===== config.mk =====
export PLATFORM = sky130hd
export DESIGN_NAME = alu_seq_unit
export DESIGN_NICKNAME = d
export VERILOG_FILES = /design/src/rtl/alu_pkg.sv /design/src/rtl/alu_op_decode.sv /design/src/rtl/alu_seq_unit.sv
export SDC_FILE = /design/constraint.sdc
export NUM_CORES = 1
export LEC_CHECK = 0
export CORE_MARGIN = 1
export CORE_UTILIZATION = 40
export CTS_CLUSTER_DIAMETER = 50
export DETAILED_ROUTE_END_ITERATION = 6
export GPL_ROUTABILITY_DRIVEN = 0
export MAX_ROUTING_LAYER = met4
export PLACE_DENSITY = 0.68
export SLEW_MARGIN = 20
export SYNTH_ARGS = -nofsm -noshare
export SYNTH_HDL_FRONTEND = slang
export SYNTH_SLANG_ARGS = --single-unit

===== constraint.sdc =====
create_clock -name clk -period 2.2 [get_ports clk]
set_clock_uncertainty 0.2 [all_clocks]
set_input_delay 0.44 -clock clk [delete_from_list [all_inputs] [get_ports clk]]
set_output_delay 0.44 -clock clk [all_outputs]
set_load 0.03 [all_outputs]

===== src/rtl/alu_pkg.sv =====
// Shared types for the sequential RV32 ALU: control codes, ALUOP classes,
// FSM states and a shift-class helper. No ports.
package alu_pkg;

    typedef enum logic [3:0] {
        ALU_ADD  = 4'b0000,
        ALU_SUB  = 4'b0001,
        ALU_AND  = 4'b0010,
        ALU_SLL  = 4'b0011,
        ALU_OR   = 4'b0100,
        ALU_XOR  = 4'b0101,
        ALU_SRL  = 4'b0110,
        ALU_SRA  = 4'b0111,
        ALU_SLT  = 4'b1000,
        ALU_SLTU = 4'b1001
    } alu_ctrl_t;

    localparam logic [2:0] ALUOP_ADD   = 3'b000;
    localparam logic [2:0] ALUOP_SUB   = 3'b001;
    localparam logic [2:0] ALUOP_FUNCT = 3'b111;

    typedef enum logic [1:0] {
        S_IDLE,
        S_SHIFT,
        S_DONE
    } state_t;

    function automatic logic is_shift(input alu_ctrl_t c);
        return (c == ALU_SLL) || (c == ALU_SRL) || (c == ALU_SRA);
    endfunction

endpackage


===== src/rtl/alu_op_decode.sv =====
// Combinational ALU control decoder: ALUOP class + funct3 + alt_op.
// Ports: aluop/funct3/alt_op in, alu_ctrl out (alu_ctrl_t).
module alu_op_decode
    import alu_pkg::*;
(
    input  logic [2:0] aluop,
    input  logic [2:0] funct3,
    input  logic       alt_op,
    output alu_ctrl_t  alu_ctrl
);

    always_comb begin
        alu_ctrl = ALU_ADD;
        case (aluop)
            ALUOP_SUB: alu_ctrl = ALU_SUB;
            ALUOP_FUNCT: begin
                unique case (funct3)
                    3'b000: alu_ctrl = alt_op ? ALU_SUB : ALU_ADD;
                    3'b001: alu_ctrl = ALU_SLL;
                    3'b010: alu_ctrl = ALU_SLT;
                    3'b011: alu_ctrl = ALU_SLTU;
                    3'b100: alu_ctrl = ALU_XOR;
                    3'b101: alu_ctrl = alt_op ? ALU_SRA : ALU_SRL;
                    3'b110: alu_ctrl = ALU_OR;
                    3'b111: alu_ctrl = ALU_AND;
                endcase
            end
            // ALUOP_ADD and all undefined classes fall back to ADD
            default: alu_ctrl = ALU_ADD;
        endcase
    end

endmodule


===== src/rtl/alu_seq_unit.sv =====
// Registered ALU with valid/ready handshake; shifts run SHIFT_STEP bits/cycle.
// Ports: clk, rst (async high), in_valid/in_ready, aluop, funct3, alt_op,
// op_a, op_b in; out_valid/out_ready, result, zero, alu_ctrl out.
module alu_seq_unit
    import alu_pkg::*;
#(
    parameter int XLEN       = 32,
    parameter int SHIFT_STEP = 1
) (
    input  logic            clk,
    input  logic            rst,
    input  logic            in_valid,
    output logic            in_ready,
    input  logic [2:0]      aluop,
    input  logic [2:0]      funct3,
    input  logic            alt_op,
    input  logic [XLEN-1:0] op_a,
    input  logic [XLEN-1:0] op_b,
    output logic            out_valid,
    input  logic            out_ready,
    output logic [XLEN-1:0] result,
    output logic            zero,
    output logic [3:0]      alu_ctrl
);

    localparam int SHW = $clog2(XLEN);
    // one extra bit so STEP == XLEN is representable
    localparam logic [SHW:0] STEP = (SHW+1)'(SHIFT_STEP);

    state_t          state_q, state_d;
    logic [XLEN-1:0] res_q, res_d;
    alu_ctrl_t       ctrl_q, ctrl_d;
    logic [SHW:0]    rem_q, rem_d;

    alu_ctrl_t       dec_ctrl;
    logic            accept;
    logic [SHW:0]    shamt;
    logic [SHW:0]    step;
    logic [XLEN-1:0] op_res;
    logic [XLEN-1:0] sh_res;

    alu_op_decode u_dec (
        .aluop    (aluop),
        .funct3   (funct3),
        .alt_op   (alt_op),
        .alu_ctrl (dec_ctrl)
    );

    assign shamt    = {1'b0, op_b[SHW-1:0]};
    assign in_ready = (state_q == S_IDLE) ||
                      ((state_q == S_DONE) && out_ready);
    assign accept   = in_valid && in_ready;
    // last iteration may be shorter than SHIFT_STEP
    assign step     = (rem_q < STEP) ? rem_q : STEP;

    always_comb begin
        op_res = op_a + op_b;
        case (dec_ctrl)
            ALU_SUB:  op_res = op_a - op_b;
            ALU_AND:  op_res = op_a & op_b;
            ALU_OR:   op_res = op_a | op_b;
            ALU_XOR:  op_res = op_a ^ op_b;
            ALU_SLT:  op_res = {{(XLEN-1){1'b0}},
                                $signed(op_a) < $signed(op_b)};
            ALU_SLTU: op_res = {{(XLEN-1){1'b0}}, op_a < op_b};
            default:  op_res = op_a + op_b;
        endcase
    end

    always_comb begin
        sh_res = res_q >> step;
        case (ctrl_q)
            ALU_SLL: sh_res = res_q << step;
            ALU_SRA: sh_res = $signed(res_q) >>> step;
            default: sh_res = res_q >> step;
        endcase
    end

    always_comb begin
        state_d = state_q;
        res_d   = res_q;
        ctrl_d  = ctrl_q;
        rem_d   = rem_q;
        case (state_q)
            S_SHIFT: begin
                res_d = sh_res;
                rem_d = rem_q - step;
                if (rem_q == step) state_d = S_DONE;
            end
            S_DONE: begin
                if (out_ready) state_d = S_IDLE;
            end
            default: ;
        endcase
        // an accept in DONE overrides the drain to IDLE (back-to-back)
        if (accept) begin
            ctrl_d = dec_ctrl;
            if (is_shift(dec_ctrl)) begin
                res_d   = op_a;
                rem_d   = shamt;
                state_d = (shamt == '0) ? S_DONE : S_SHIFT;
            end else begin
                res_d   = op_res;
                state_d = S_DONE;
            end
        end
    end

    always_ff @(posedge clk or posedge rst) begin
        if (rst) begin
            state_q <= S_IDLE;
            res_q   <= '0;
            ctrl_q  <= ALU_ADD;
            rem_q   <= '0;
        end else begin
            state_q <= state_d;
            res_q   <= res_d;
            ctrl_q  <= ctrl_d;
            rem_q   <= rem_d;
        end
    end

    assign out_valid = (state_q == S_DONE);
    assign result    = res_q;
    assign zero      = (res_q == '0);
    assign alu_ctrl  = ctrl_q;

endmodule


Yosys cells after proc, flatten, opt, wreduce, memory -nomap -nowiden
Index checks and enable logic that the tools add are counted.

Memories: 0. Memory bits (read-only): 0. RAM bits: 0. Register bits: 44. Word-level logic and storage cells: 72. Bits in latches: 0. Bits of input ports: 75.

Magnitude comparators: 3. Multiply operators: 0. Reductions and logical operators: 12. Add/sub/neg operators: 3. Equal/unequal tests: 25. Bitwise operators: 3. Divide/modulo/power cells: 0. Multiplexer cells: 19. Shift-type cells: 3.

Operator list (number): $pmux W32 S6 (1); $mux W32 (3); $lt A32 B32 Y1 (2); $pmux W32 S2 (1); $add A32 B32 Y32 (1); $and A32 B32 Y32 (1); $logic_not A32 Y1 (1); $or A32 B32 Y32 (1); $pmux W4 S8 (1); $shl A32 B6 Y32 (1); $shr A32 B6 Y32 (1); $sshr A32 B6 Y32 (1); $sub A32 B32 Y32 (1); $xor A32 B32 Y32 (1); $mux W6 (4); $eq A4 B3 Y1 const B (5); $eq A3 B3 Y1 const B (5); $eq A4 B2 Y1 const B (3); $mux W2 (5); $eq A4 B4 Y1 const B (2); $pmux W4 S2 (1); $eq A3 B1 Y1 const B (2); $eq A3 B2 Y1 const B (2); $eq A6 B6 Y1 (1); other kinds (17) (21).

Longest topological paths before layout
Depth after elaboration: 8. Mapped depth: 13.

Hierarchy
A second synthesis with hierarchy kept.

Cells, all modules: 1105. Area, all modules: 8062.7 um^2.

Modules (own cells, without submodules): alu_seq_unit (cells an instance 1091, times used 1, area an instance 7983.9 um^2); alu_op_decode (cells an instance 14, times used 1, area an instance 78.8 um^2).

Worst setup path before layout
No wires, ideal clock.

Path type: input to register. From: input port op_a[9]. To: register res_q[15] (netlist: result[15]). Slack: -1119 ps. Stages: 12. Buffers on the path: 1. Data arrival time: 2993 ps. Required time: 1874 ps. Library setup time: 126 ps. Cells stage by stage: inv_1 ha_1 buf_6 or4_4 or3_1 a211oi_2 nor3_1 o31a_1 a221oi_1 o21ai_1 a221oi_2 a21oi_1.

Longest elaborated chain between the ends: 4. Elaborated cells on any way between the ends: 5.

Ends and longest elaborated chain: start, declared (line alu_seq_unit.sv:17) `input logic [XLEN-1:0] op_a,`; $add A32 B32 Y32 / $sub A32 B32 Y32 (equally long branches) (line alu_seq_unit.sv:66, alu_seq_unit.sv:59); $pmux W32 S6 (*) (line alu_seq_unit.sv:58) `case (dec_ctrl)`; $mux W32 (*) (line alu_seq_unit.sv:98) `if (is_shift(dec_ctrl)) begin`; $mux W32 (*) (line alu_seq_unit.sv:96) `if (accept) begin`; end signal, assigned (line alu_seq_unit.sv:117) `res_q <= res_d;`; end, declared (line alu_seq_unit.sv:31) `logic [XLEN-1:0] res_q, res_d;`.

Mark *: on every way between the ends. The rest lies on a longest branch, timed or not. A chain may end at the register's enable or synchronous reset.

Worst setup path after layout
From: input port op_b[10]. To: register res_q[13] (netlist: result[13]).

Longest elaborated chain between the ends: 4. Elaborated cells on any way between the ends: 5.

Ends and longest elaborated chain: start, declared (line alu_seq_unit.sv:18) `input logic [XLEN-1:0] op_b,`; $add A32 B32 Y32 / $sub A32 B32 Y32 (equally long branches) (line alu_seq_unit.sv:66, alu_seq_unit.sv:59); $pmux W32 S6 (*) (line alu_seq_unit.sv:58); $mux W32 (*) (line alu_seq_unit.sv:98); $mux W32 (*) (line alu_seq_unit.sv:96).

Marks and branches as above.

==> results.json <==
{
  "cp-endpoint": "result[13]",
  "synth_cell_types": 70,
  "synth_enable_flop_cells": 0,
  "drv_cap": 0,
  "crit_path_end_kind": "flip-flop",
  "fp.dieW_um": 143,
  "synth_top_cell_by_area": "ha_1",
  "diodes": 0,
  "via_per_inst": 6.70,
  "pin_count": 114,
  "setup_ws_ns": -1.02,
  "crit_start": "op_b[10]",
  "cts_hold_buf": 0,
  "clkSinkCount": 44,
  "cts_max_level": 2,
  "initial_utilization": 0.407,
  "critical_path_arrival_ns": 3.19,
  "cts-root-buf": "clkbuf_16",
  "ant_nets": 0,
  "cp-start-kind": "primary input",
  "antenna_found_initial": 0,
  "yosys-top-cells-count": "a21oi_1 (116), inv_1 (99), ha_1 (98), nor2_1 (96), o21ai_0 (95)",
  "grt_pass1_wl_mm": 62.2,
  "worst_slew_pin_slew_ns": 0.642,
  "period_needed_ns": 3.22,
  "grt_max_degree": 45,
  "hold_viol": 0,
  "nets": 1802,
  "die_height_um": 143,
  "critPathKind": "primary input to flip-flop",
  "synth_ff_type": "dfrtp_1",
  "max_freq_ghz": 0.311,
  "final.setup.tns_ns": -22.55,
  "cts_buffers": 5,
  "finalSetupViolCount": 36,
  "drive_above_1_share": 0.491,
  "crit_fanout": 3,
  "final_area_sq_um": 14800,
  "drc": 0,
  "p_leak_nw": 6.57,
  "grt.overflow.total": 0,
  "syn_to_final_growth_pct": 86.8,
  "synth_area_sq_um": 7900,
  "r2r_end": "result[27]",
  "clock_latency_ns": 0.30,
  "rsz0062_at_grt": "true",
  "hold_path_class": "primary input to flip-flop",
  "outcome": "finished, violations left",
  "cts_buffer_depth": 2,
  "cp.required_ns": 2.17,
  "cts_tree": "done",
  "grt_pass1_vias": 12100,
  "synth_top_area_share": 0.155,
  "async_flop_share": 1.00,
  "max_slew_margin": 0.570,
  "failed_checks": "negative setup slack",
  "placed_area_sq_um": 12300,
  "place_hpwl_mm": 27.2,
  "core_area_sq_um": 19400,
  "period_share": 1.46,
  "rows": 51,
  "port_buffers": 113,
  "synth_nets": 1301,
  "syn_inst": 1126,
  "ff2ff_setup_slack_ns": -0.33,
  "seq_area_frac_synth": 0.139,
  "yosysMostFrequentCell": "a21oi_1",
  "yosysWarnings": 0,
  "clk_pin_slew_ns": 0.07,
  "drt_iter0_drc": 1812,
  "slew_viol_final": 0,
  "netlist_top_cells_area": "ha_1 (16%), dfrtp_1 (14%), a21oi_1 (7.3%)",
  "r2r_start": "state_q[0]",
  "die-area_sq_um": 20300,
  "avgSynthCellArea_sq_um": 7.02,
  "synth.ff_latch_count": 44,
  "drt_pass1_iterations": 7,
  "num_vias": 12700,
  "vdd.ir_drop.worst_v": 0.000503,
  "pre_cts_slack_ns": -1.71,
  "track_usage": 0.402,
  "powerDensity_nw_per_um2": 697,
  "reg2regPathDepth": 9,
  "wl_per_cell_um": 24.4,
  "routed_wirelength_mm": 46.3
}
stage by stage:
step | util | power [mW] | hold slack, ns | cells
after floorplan | - | 4.89 | 0.282 | 1126
after global placement | 0.632 | 7.64 | 0.279 | 1802
after detailed placement | 0.632 | 7.79 | 0.298 | 1802
after CTS | 0.714 | 9.16 | 0.295 | 1871
after global routing | 0.761 | 10.6 | 0.238 | 1893
final | 0.761 | 10.3 | 0.235 | 1893
layout by cell type, fill, tap and decap left out, drive strengths merged, types with 20 or more instances in the layout:
master,synthesis,routed
a21oi,116,116
a221oi,21,21
a31oi,21,21
buf,15,480
clkdlybuf4s50,0,58
dfrtp,44,44
ha,98,98
inv,99,99
mux2i,32,32
nand2,85,85
nor2,96,96
nor3,26,26
nor4,23,23
o211ai,20,20
o21ai,96,96
cell families after synthesis:
group,count (synthesis),share of synthesized area
AND/OR/NAND/NOR,341,0.211
buffers and inverters,172,0.0841
adder cells (fa/ha/maj),100,0.160
XOR/XNOR,11,0.0122
flip-flops,44,0.139
multiplexers,35,0.0448
AO/OA/AOI/OAI,423,0.348
worst min path at each step:
stage / depth (start not counted) / start / to / slack (ns)
floorplan: 2 / rem_q[5] / rem_q[5] / 0.28
global placement: 2 / alu_ctrl[0] / alu_ctrl[0] / 0.28
detailed placement: 2 / alu_ctrl[0] / alu_ctrl[0] / 0.30
CTS: 4 / op_b[1] / rem_q[1] / 0.29
global route: 3 / op_b[0] / rem_q[0] / 0.24
finish: 3 / op_b[0] / rem_q[0] / 0.24
registers in the layout, summed over array words and instances, names as in the netlist:
name,flops
result,32
rem_q,6
alu_ctrl,4
state_q,2
power by group:
part	leakage, nW	total, mW	internal (mW)	switching (mW)
registers	0.519	1.77	1.21	0.558
logic	5.97	7.69	3.39	4.30
clock network	0.0766	0.822	0.450	0.372
total	6.57	10.3	5.06	5.23
worst max-delay path, stage by stage:
cell and delay (ns):
buf_8 0.10, inv_6 0.05, ha_4 0.20, or4_4 0.54, or3_4 0.35, a211oi_4 0.20, buf_4 0.16, nor3_4 0.04
buf_4 0.15, a221oi_2 0.31, o21ai_1 0.13, a222oi_1 0.39, a21oi_1 0.12
repair_timing:
action | 4_1_cts | 5_1_grt
gates cloned | 2 | 1
setup buffers | 62 | 27
gates resized for setup | 370 | 195
endpoints found under the setup margin | 42 | 42
pin swaps | 128 | 106
routing by layer:
| metal | global-route usage | part of all wire | vias up |
|---|---|---|---|
| met4 | 0.285 | 0.10 | 0 |
| li1 | - | - | 5148 |
| met2 | 0.643 | 0.43 | 1208 |
| met1 | 0.451 | 0.33 | 5815 |
| met5 | - | 0 | - |
| met3 | 0.0784 | 0.13 | 513 |
final cells by class:
| class | count | area, sq um |
|---|---|---|
| fill | 1238 | 4630 |
| multi-input combinational | 910 | 7940 |
| sequential | 44 | 1100 |
| clock buffer | 6 | 139 |
| clock inverter | 2 | 10.0 |
| timing repair buffer | 567 | 4830 |
| tap | 265 | 332 |
| inverter | 99 | 417 |
(Power assumes the default switching activity.)
